## src/rtl/rv_ctrl_pkg.sv

```systemverilog
// Shared control definitions for the multicycle sequencer: state enum, opcodes, Code bit indices.
// ILLEGAL_TRAP_EN adds the TRAP state to the enum.
package rv_ctrl_pkg;

    localparam int CODE_W = 10;

    localparam int CODE_JAL     = 0;
    localparam int CODE_JALR    = 1;
    localparam int CODE_LUI     = 2;
    localparam int CODE_AUIPC   = 3;
    localparam int CODE_BRANCH  = 4;
    localparam int CODE_OP      = 5;
    localparam int CODE_STORE   = 6;
    localparam int CODE_OPIMM   = 7;
    localparam int CODE_LOAD    = 8;
    localparam int CODE_ILLEGAL = 9;

    localparam logic [CODE_W-1:0] CODE_RST = 10'b10_0000_0000;

    localparam logic [6:0] OPC_LOAD   = 7'b0000011;
    localparam logic [6:0] OPC_OPIMM  = 7'b0010011;
    localparam logic [6:0] OPC_STORE  = 7'b0100011;
    localparam logic [6:0] OPC_OP     = 7'b0110011;
    localparam logic [6:0] OPC_BRANCH = 7'b1100011;
    localparam logic [6:0] OPC_AUIPC  = 7'b0010111;
    localparam logic [6:0] OPC_LUI    = 7'b0110111;
    localparam logic [6:0] OPC_JALR   = 7'b1100111;
    localparam logic [6:0] OPC_JAL    = 7'b1101111;

    typedef enum logic [2:0] {
        ST_FETCH  = 3'd0,
        ST_DECODE = 3'd1,
        ST_EXEC   = 3'd2,
        ST_MEM    = 3'd3,
        ST_WB     = 3'd4,
        ST_HALT   = 3'd5
`ifdef ILLEGAL_TRAP_EN
        ,
        ST_TRAP   = 3'd6
`endif
    } state_e;

    // Stores, branches and unrecognised words never write the register file.
    function automatic logic writes_rd(input logic [CODE_W-1:0] code);
        return !(code[CODE_STORE] || code[CODE_BRANCH] || code[CODE_ILLEGAL]);
    endfunction

    function automatic logic is_mem_class(input logic [CODE_W-1:0] code);
        return code[CODE_LOAD] || code[CODE_STORE];
    endfunction

endpackage

```

## src/rtl/insn_class_dec.sv

```systemverilog
// Purely combinational opcode-to-class decoder producing a one-hot Code vector.
// Shared between the sequencer and the instruction decoder.
module insn_class_dec
    import rv_ctrl_pkg::*;
(
    input  logic [6:0]        opcode,
    output logic [CODE_W-1:0] code
);

    always_comb begin
        code = '0;
        case (opcode)
            OPC_JAL:    code[CODE_JAL]     = 1'b1;
            OPC_JALR:   code[CODE_JALR]    = 1'b1;
            OPC_LUI:    code[CODE_LUI]     = 1'b1;
            OPC_AUIPC:  code[CODE_AUIPC]   = 1'b1;
            OPC_BRANCH: code[CODE_BRANCH]  = 1'b1;
            OPC_OP:     code[CODE_OP]      = 1'b1;
            OPC_STORE:  code[CODE_STORE]   = 1'b1;
            OPC_OPIMM:  code[CODE_OPIMM]   = 1'b1;
            OPC_LOAD:   code[CODE_LOAD]    = 1'b1;
            default:    code[CODE_ILLEGAL] = 1'b1;
        endcase
    end

endmodule

```

## src/rtl/multicycle_sequencer.sv

```systemverilog
// Multicycle FETCH/DECODE/EXEC/MEM/WB control sequencer with halt parking.
// Optional macro ILLEGAL_TRAP_EN: illegal instructions enter a sticky TRAP state instead of acting as NOP.
module multicycle_sequencer
    import rv_ctrl_pkg::*;
(
    input  logic              CLK,
    input  logic              RST_N,
    input  logic [31:0]       insn_in,
    input  logic              mem_ready,
    input  logic              halt_req,
    output logic [31:0]       INSN,
    output logic [CODE_W-1:0] Code,
    output logic              imem_req,
    output logic              dmem_req,
    output logic              dmem_we,
    output logic              pc_we,
    output logic              rd_we,
    output logic              busy,
    output logic              halted,
    output logic              trap
);

    state_e              state_q, state_d;
    logic [31:0]         insn_q;
    logic [CODE_W-1:0]   code_q;
    logic [CODE_W-1:0]   dec_code;

    logic imem_req_q, imem_req_d;
    logic dmem_req_q, dmem_req_d;
    logic dmem_we_q,  dmem_we_d;
    logic pc_we_q,    pc_we_d;
    logic rd_we_q,    rd_we_d;
    logic busy_q,     busy_d;
    logic halted_q,   halted_d;
`ifdef ILLEGAL_TRAP_EN
    logic trap_q,     trap_d;
`endif

    logic fetch_done;

    // imem_req_q gates acceptance so the reset-held FETCH cycle cannot swallow a stray mem_ready.
    assign fetch_done = (state_q == ST_FETCH) && imem_req_q && mem_ready;

    insn_class_dec u_class_dec (
        .opcode (insn_q[6:0]),
        .code   (dec_code)
    );

    always_ff @(posedge CLK or negedge RST_N) begin
        if (!RST_N) begin
            state_q    <= ST_FETCH;
            insn_q     <= 32'h0000_0000;
            code_q     <= CODE_RST;
            imem_req_q <= 1'b0;
            dmem_req_q <= 1'b0;
            dmem_we_q  <= 1'b0;
            pc_we_q    <= 1'b0;
            rd_we_q    <= 1'b0;
            busy_q     <= 1'b0;
            halted_q   <= 1'b0;
`ifdef ILLEGAL_TRAP_EN
            trap_q     <= 1'b0;
`endif
        end else begin
            state_q    <= state_d;
            if (fetch_done) begin
                insn_q <= insn_in;
            end
            if (state_q == ST_DECODE) begin
                code_q <= dec_code;
            end
            imem_req_q <= imem_req_d;
            dmem_req_q <= dmem_req_d;
            dmem_we_q  <= dmem_we_d;
            pc_we_q    <= pc_we_d;
            rd_we_q    <= rd_we_d;
            busy_q     <= busy_d;
            halted_q   <= halted_d;
`ifdef ILLEGAL_TRAP_EN
            trap_q     <= trap_d;
`endif
        end
    end

    always_comb begin
        state_d = state_q;
        case (state_q)
            ST_FETCH: begin
                if (fetch_done) begin
                    state_d = ST_DECODE;
                end
            end
            ST_DECODE: state_d = ST_EXEC;
            ST_EXEC: begin
                if (is_mem_class(code_q)) begin
                    state_d = ST_MEM;
`ifdef ILLEGAL_TRAP_EN
                end else if (code_q[CODE_ILLEGAL]) begin
                    state_d = ST_TRAP;
`endif
                end else begin
                    state_d = ST_WB;
                end
            end
            ST_MEM: begin
                if (mem_ready) begin
                    state_d = ST_WB;
                end
            end
            ST_WB:   state_d = halt_req ? ST_HALT : ST_FETCH;
            ST_HALT: begin
                if (!halt_req) begin
                    state_d = ST_FETCH;
                end
            end
`ifdef ILLEGAL_TRAP_EN
            ST_TRAP: state_d = ST_TRAP;
`endif
            default: state_d = ST_FETCH;
        endcase
    end

    // Outputs are computed from the next state and registered, so they line up with state_q.
    always_comb begin
        imem_req_d = (state_d == ST_FETCH);
        dmem_req_d = (state_d == ST_MEM);
        dmem_we_d  = (state_d == ST_MEM) && code_q[CODE_STORE];
        pc_we_d    = (state_d == ST_WB);
        rd_we_d    = (state_d == ST_WB) && writes_rd(code_q);
        busy_d     = (state_d == ST_FETCH) || (state_d == ST_DECODE) ||
                     (state_d == ST_EXEC)  || (state_d == ST_MEM)    ||
                     (state_d == ST_WB);
        halted_d   = (state_d == ST_HALT);
`ifdef ILLEGAL_TRAP_EN
        trap_d     = (state_d == ST_TRAP);
`endif
    end

    assign INSN     = insn_q;
    assign Code     = code_q;
    assign imem_req = imem_req_q;
    assign dmem_req = dmem_req_q;
    assign dmem_we  = dmem_we_q;
    assign pc_we    = pc_we_q;
    assign rd_we    = rd_we_q;
    assign busy     = busy_q;
    assign halted   = halted_q;
`ifdef ILLEGAL_TRAP_EN
    assign trap     = trap_q;
`else
    assign trap     = 1'b0;
`endif

endmodule

```

## config.mk

```make
export PLATFORM = sky130hd
export DESIGN_NAME = multicycle_sequencer
export DESIGN_NICKNAME = d
export VERILOG_FILES = /design/src/rtl/rv_ctrl_pkg.sv /design/src/rtl/insn_class_dec.sv /design/src/rtl/multicycle_sequencer.sv
export SDC_FILE = /design/constraint.sdc
export NUM_CORES = 1
export LEC_CHECK = 0
export ABC_AREA = 1
export BUFFER_PORTS_ARGS = -buffer_cell sky130_fd_sc_hd__buf_2
export CAP_MARGIN = 20
export CORE_MARGIN = 8
export CORE_UTILIZATION = 53
export CTS_BUF_LIST = sky130_fd_sc_hd__clkbuf_2
export CTS_CLUSTER_DIAMETER = 50
export DETAILED_ROUTE_END_ITERATION = 10
export HOLD_SLACK_MARGIN = 0.06
export PLACE_DENSITY = 0.87
export SYNTH_ARGS = -nofsm -noshare
export SYNTH_HDL_FRONTEND = slang
export SYNTH_SLANG_ARGS = --single-unit
```

## constraint.sdc

```tcl
create_clock -name CLK -period 2.5 [get_ports CLK]
set_input_delay 0.5 -clock CLK [delete_from_list [all_inputs] [get_ports CLK]]
set_output_delay 0.5 -clock CLK [all_outputs]
set_load 0.01 [all_outputs]
```

* After elaboration in Yosys (flattened, before gate mapping)
Index checks and enable logic that the tools add are counted.
Word-level totals: register bits after elaboration 52, word-level logic and storage cells 60
Operators by class: reductions and logical operators 15, equal/unequal tests 19, mux-type cells 16
Operator list (count):
- $eq A7 B6 Y1 const B | 3
- $eq A7 B7 Y1 const B | 3
- $pmux W3 S6 | 1
- $mux W3 | 5
- $eq A7 B5 Y1 const B | 2
- $eq A3 B2 Y1 const B | 4
- $eq A3 B3 Y1 const B | 4
- $mux W1 | 10
- $reduce_or A9 Y1 | 1
- $eq A7 B2 Y1 const B | 1
- $logic_or A1 B1 Y1 | 7
- $eq A3 B1 Y1 const B | 2
- $logic_not A3 Y1 | 2
- $logic_and A1 B1 Y1 | 4
- $logic_not A1 Y1 | 1

* Longest topological paths before layout
Gate-level depths: netlist of run 1.
depth in word-level cells 10, gate-level depth with buffers 8, mapped depth without buffers 8

* Modules after synthesis
From an unflattened synthesis of run 1, not the netlist that was laid out.
Unflattened totals: cells, all modules 249, area total of the unflattened synthesis 2362.3 µm²
By module, submodules not included:
- multicycle_sequencer | seq. area each 1302.5 µm², cells each 216, area an instance 2202.1 µm², times used 1
- insn_class_dec | seq. area each 0.0 µm², cells each 33, area an instance 160.2 µm², times used 1

* Least setup slack after synthesis of run 1
No wires, ideal clock.
path type input to register, start in mem_ready, end reg insn_q[13] (netlist: INSN[13]), setup time 0.117 ns, setup slack 1.314 ns, arrival 1.070 ns, data required time 2.383 ns, stages 7, buffers on the path 2, cell sequence nand2_1 > nor2_2 > nand2_1 > buf_4 > buf_6 > nand2_1 > nand2_1
On the way: word-level cells in the longest chain between the ends 1
Ends and longest elaborated chain:
- start, declared | RTL line multicycle_sequencer.sv:9 | input logic mem_ready,
- $logic_and A1 B1 Y1 | RTL line multicycle_sequencer.sv:42 | assign fetch_done = (state_q == ST_FETCH) && imem_req_q && mem_ready;
- end signal, assigned | RTL line multicycle_sequencer.sv:67 | insn_q <= insn_in;
- end, declared | RTL line multicycle_sequencer.sv:24 | logic [31:0] insn_q;
No other way between the ends. A chain may end at the register's enable or synchronous reset.

* Worst setup path in the final report of run 1
start reg code_q[9] (netlist: Code[9]), end out Code[9]
RTL lines:
- start, declared | RTL line multicycle_sequencer.sv:25 | logic [CODE_W-1:0] code_q;
- start signal, assigned | RTL line multicycle_sequencer.sv:70 | code_q <= dec_code;
- end, declared | RTL line multicycle_sequencer.sv:12 | output logic [CODE_W-1:0] Code,
No word-level cell between the ends.

==> results of run 1 <==
-- placed cells by master, fill, tap and decap left out, drive strengths merged --
master	count
a21oi	6
buf	88
clkbuf	5
clkinv	3
conb	1
dfrtp	51
dfstp	1
dlygate4sd3	1
inv	12
nand2	86
nand3	36
nand4	1
nor2	21
nor3	1
o21ai	6
o31ai	1
-- sequential cells by signal, summed over array words and instances, names as in the netlist --
register / flops
state_q: 3
Code: 10
INSN: 32
busy: 1
imem_req: 1
dmem_req: 1
pc_we: 1
rd_we: 1
halted: 1
dmem_we: 1
-- cells in the mapped netlist (all sizes together) --
cell,count
dfrtp,51
o31ai,1
inv,12
dfstp,1
buf,12
a21oi,6
conb,1
nand3,36
o21ai,6
nor2,21
nand2,86
nand4,1
nor3,1
-- final cells by class --
type,instances,area (um2),area share [%]
well taps,50,62.56,2.412
clock inverters,3,13.76,0.5306
clock buffers,5,25.02,0.9648
repair buffers,89,473.0,18.23
flip-flops and latches,52,1303,50.22
inverters,12,45.04,1.737
multi-input cells,159,671.9,25.90
-- routing by layer --
metal  global-route usage [%]  part of all wire, %
met1                    20.52                   45
met3                    6.546                  9.1
met4                    6.481                  1.1
met5                        0                    0
met2                    25.55                   45
-- stage by stage --
step	hold slack (ns)	cell area, um2
2_1_floorplan	0.2044	2126
4_1_cts	0.2480	2594
3_3_place_gp	0.4502	2545
3_5_place_dp	0.4536	2545
6_report	0.2814	2594
5_1_grt	0.2105	2594
-- worst paths after layout --
check	to	cells past startpoint
max reg2reg	Code[2]	6
min	INSN[19]	3
max in group asynchronous	Code[9]	3
max	Code[9]	1
min reg2reg	Code[9]	2
min in group asynchronous	INSN[12]	2
-- power by group through the flow --
stage	sequential (mW)	clock [mW]	combinational (mW)
6_report	1.35	0.315	1.31
5_1_grt	1.39	0.372	1.49
4_1_cts	1.35	0.333	1.34
3_5_place_dp	1.36	0	1.34
3_3_place_gp	1.36	0	1.29
2_1_floorplan	1.49	0	0.777
-- cell families (layout without fill, tap and decap cells) --
| group | Yosys count | count (layout) | synth area share [%] |
|---|---|---|---|
| buffers and inverters | 24 | 109 | 7.121 |
| and+or+nand+nor | 145 | 145 | 28.25 |
| DFF | 52 | 52 | 61.27 |
| AOI/OAI and AO/OA | 13 | 13 | 3.178 |
| other | 1 | 1 | 0.1764 |
==> metrics.yaml, run 1 <==
run_status: "finished clean"
crit_required_ns: 2.00
max-vdd-ir-drop_mv: 0.5821
min_period_ns: 1.644
synth.yosys.seq_area_share_pct: 61.27
io-pin-count: 86
post-synth-top-area-cell: "dfrtp_1"
drt_drc_violations_left: 0
timing.reg2reg.setup_slack_ns: 0.96
crit_path_start: "Code[9]"
cpMaxStageDelayCell: "dfstp_2"
io_buffers: 84
yosys_warnings: 0
cts_inserted_buffers: 5
post_cts_resized: 0
cts_hold_buf: 1
drtAntennaViolNets: 0
max-cap-violations: 0
power.density_nw_per_um2: 1146
worst_r2r_startpoint: "state_q[1]"
syn-mean-instance-area_um2: 9.046
synth.top_cell.area_share_pct: 60.04
overflow: 0
post_route_cells_drive_above_1_share_pct: 31.25
worst_skew_pair_latency_ns: 0.42
cts_tree: "yes"
netSwitchingPower_mw: 1.288
family_with_the_most_delay_on_the_worst_path: "flip-flops"
antenna_found_initial: 0
rsz0062_at_grt: "no"
final_util_pct: 65.79
synthesis.instances: 235
place.detailed.hpwl_mm: 3.778
critical_path.n_buffers_inverters: 1
finalHoldViolCount: 0
area_growth_pct: 22.01
cp_slowest_stage_delay_ns: 0.60
p_seq_share_pct: 45.3
detail_route.first_pass.iterations: 4
mappedNetlistNets: 271
detail_route.wirelength_mm: 5.058
fin_skew_ns: 0.01385
cts-root-to-sink-buffers: 2
grt_use_total_pct: 16.62
totalPowerFinal_mw: 2.973
cts.reportedPaths.clkPinSlew_ns: 0.25
internal_power_mw: 1.685
finalCritPeriodShare_pct: 65.75
hold_path_class: "in -> reg"
setup.worst_path.end_class: "output port"
max_slew_margin_pct: 59.54
drt_iter0_drc: 99
timing_max_transition_violations_final: 0
setup_violations: 0
startpoint_type: "register"
total_leakage_power_nw: 1.541
hp-start: "insn_in[19]"
totalNegativeSetupSlack_ns: 0
largest_net_degree_at_the_start_of_global_routing: 39
synth_unique_cells: 19
preCtsSetupSlack_ns: 0.9994
post_synth_main_area_contributors: "dfrtp_1 (60%), nand2_1 (15%), nand3_1 (8.5%)"
cp_cell_sequence: "buf_2"
path_max_fanout: 3
routedWlPerCell_um: 13.67
worst_slack_ns: 0.8562
htree_levels: 2
placementRows: 23
nNetsFinal: 355
p_comb_share_pct: 44.1
vias: 1826
post-cts-setup-buffers: 0
timing.setup.critical_path_class: "reg -> out"
numPlacedInstances: 361
worstPathArrival_ns: 1.14
syn-cell-area_um2: 2126
effective_utilization_at_floorplan_pct: 53.92
grt_pass1_wl_mm: 8.431
fmax_ghz: 0.6083
finish.cell_count_without_fillers: 370
number_of_global_route_vias_before_repair: 1895
antenna_cells: 0
gp_routability_congestion: 0.8889
fp.coreArea_um2: 3943
p_clk_share_pct: 10.6
avgViaCountPerCell: 4.935
filler_cell_count: 338
die_ar_um2: 6293
tightestPinTransition_ns: 0.6069
power_switching_share_pct: 43.32
clock_sink_count: 52
clock-root-buffer: "clkbuf_2"
chipWidth_um: 79.33
die_h_um: 79.33
postSynthRegisterBits: 52
(Power assumes the default switching activity.)
==> inputs of run 2 (changes only) <==
Settings changed: CORE_UTILIZATION 53 to 50, PLACE_DENSITY 0.87 to 0.82.
Clock period 2.5 ns to 1.6 ns, I/O delays scaled along.
==> run 2 against run 1 <==
Utilization increased by 0.69 points. Sequential cell count unchanged. Critical path depth did not move. Power rose by 64%. Combinational power up 61%. Via count up 2.5%. Critical path type unchanged.
==> metrics.yaml, run 2 (synthesis results as in run 1) <==
gp_routability_congestion: 0.8675  # -2.4%
routedWlPerCell_um: 13.31  # -2.6%
place.detailed.hpwl_mm: 3.791  # +0.36%
critical_path.n_buffers_inverters: 1  # unchanged
io-pin-count: 86  # unchanged
effective_utilization_at_floorplan_pct: 52.39  # -1.5 points
largest_net_degree_at_the_start_of_global_routing: 29  # -26%
preCtsSetupSlack_ns: 0.3620  # -0.6375 ns
startpoint_type: "register"
filler_cell_count: 325  # -3.8%
post-cts-setup-buffers: 0  # unchanged
clock-root-buffer: "clkbuf_2"
max-cap-violations: 0  # unchanged
fin_skew_ns: 0.01185  # -0.001999 ns
htree_levels: 2  # unchanged
antenna_cells: 0  # unchanged
cp_cell_sequence: "buf_2"
nNetsFinal: 365  # +2.8%
rsz0062_at_grt: "no"
detail_route.first_pass.iterations: 4  # unchanged
largest_register_ffs: 32  # unchanged
number_of_global_route_vias_before_repair: 1794  # -5.3%
numPlacedInstances: 365  # +1.1%
cts_inserted_buffers: 5  # unchanged
min_period_ns: 1.470
clock_sink_count: 52  # unchanged
avgViaCountPerCell: 4.926  # -0.18%
worstPathArrival_ns: 1.15  # about the same
max-vdd-ir-drop_mv: 1.033  # +77%
drtAntennaViolNets: 0  # unchanged
finalCritPeriodShare_pct: 91.87
finalHoldViolCount: 0  # unchanged
path_max_fanout: 3  # unchanged
hold_path_class: "in -> reg"
setup.worst_path.end_class: "output port"
vias: 1872  # +2.5%
mostFrequentLayoutCell: "nand2_1"
grt_pass1_wl_mm: 8.238  # -2.3%
cp_slowest_stage_delay_ns: 0.60  # about the same
worst_skew_pair_latency_ns: 0.41  # about the same
timing.setup.critical_path_class: "reg -> out"
drt_iter0_drc: 95  # -4.0%
detail_route.wirelength_mm: 5.059  # about the same
io_buffers: 84  # unchanged
crit_required_ns: 1.28  # -0.72 ns
totalNegativeSetupSlack_ns: 0  # unchanged
placementRows: 23  # unchanged
cpMaxStageDelayCell: "dfstp_2"
post_route_cells_drive_above_1_share_pct: 31.82  # +0.57 points
finish.cell_count_without_fillers: 380  # +2.7%
worst_slack_ns: 0.1301  # -0.7261 ns
fp.coreArea_um2: 4058  # +2.9%
power.density_nw_per_um2: 1812  # +58%
cts_tree: "yes"
drt_drc_violations_left: 0  # unchanged
timing_max_transition_violations_final: 0  # unchanged
leading_cell_types_in_the_layout_fill_and_taps_excluded: "nand2_1 (85), buf_2 (84), dfrtp_1 (51)"
cts.reportedPaths.clkPinSlew_ns: 0.24  # about the same
final_util_pct: 66.48  # +0.69 points
chipWidth_um: 81.21  # +2.4%
die_ar_um2: 6594  # +4.8%
family_with_the_most_delay_on_the_worst_path: "flip-flops"
area_growth_pct: 26.90
run_status: "finished clean"
grt_use_total_pct: 15.54  # -1.1 points
setup_violations: 0  # unchanged
die_h_um: 81.21  # +2.4%
cts-root-to-sink-buffers: 2  # unchanged
antenna_found_initial: 0  # unchanged
overflow: 0  # unchanged
fmax_ghz: 0.6803
total_leakage_power_nw: 1.593  # +3.4%
run 2: power breakdown:
part | total (mW) | internal (mW) | switching [mW]
Clock | 0.660 | 0.268 | 0.392
Sequential | 2.12 | 1.81 | 0.310
Combinational | 2.11 | 0.777 | 1.33
Total | 4.89 | 2.86 | 2.03
run 2: metal layers:
metal | part of all wire, % | vias up | track usage, % | wire length [um]
li1 | - | 925 | - | -
met1 | 45 | 859 | 21.03 | 2268
met2 | 46 | 80 | 23.98 | 2314
met3 | 8.5 | 8 | 4.084 | 428
met4 | 0.95 | 0 | 4.464 | 48
met5 | 0 | - | 0 | 0
run 2: what timing repair did:
item	CTS	global route
hold endpoints to repair	51	6
hold buffers	1	6
gates resized for setup	0	0
run 2: final timing paths:
| path | slack (ns) | cells after the start | startpoint | end |
|---|---|---|---|---|
| worst max-delay path | 0.13 | 1 | Code[9] | Code[9] |
| worst min-delay path | 0.11 | 3 | insn_in[18] | INSN[18] |
| worst max register to register | 0.30 | 5 | state_q[1] | Code[5] |
| worst min register to register | 0.50 | 2 | INSN[11] | INSN[11] |
| max in group asynchronous | 0.91 | 3 | RST_N | Code[9] |
| min in group asynchronous | 0.38 | 3 | RST_N | Code[0] |
run 2: cell type report:
type	instances	area (um2)	area share [%]
clock buffer	6	30.03	1.113
clock inverter	2	35.03	1.299
inverter	12	45.04	1.670
multi-input combinational	159	671.9	24.91
sequential	52	1303	48.28
tap	50	62.56	2.319
timing repair buffer	99	550.5	20.41
run 2: stage by stage:
stage               total power, mW  hold slack (ns)  area, um2
floorplan                     3.548          0.02441       2126
global placement              4.199           0.3321       2562
detailed placement            4.271           0.3412       2562
CTS                           4.937          0.07528       2638
global route                  5.324          0.06649       2698
finish                        4.887           0.1062       2698
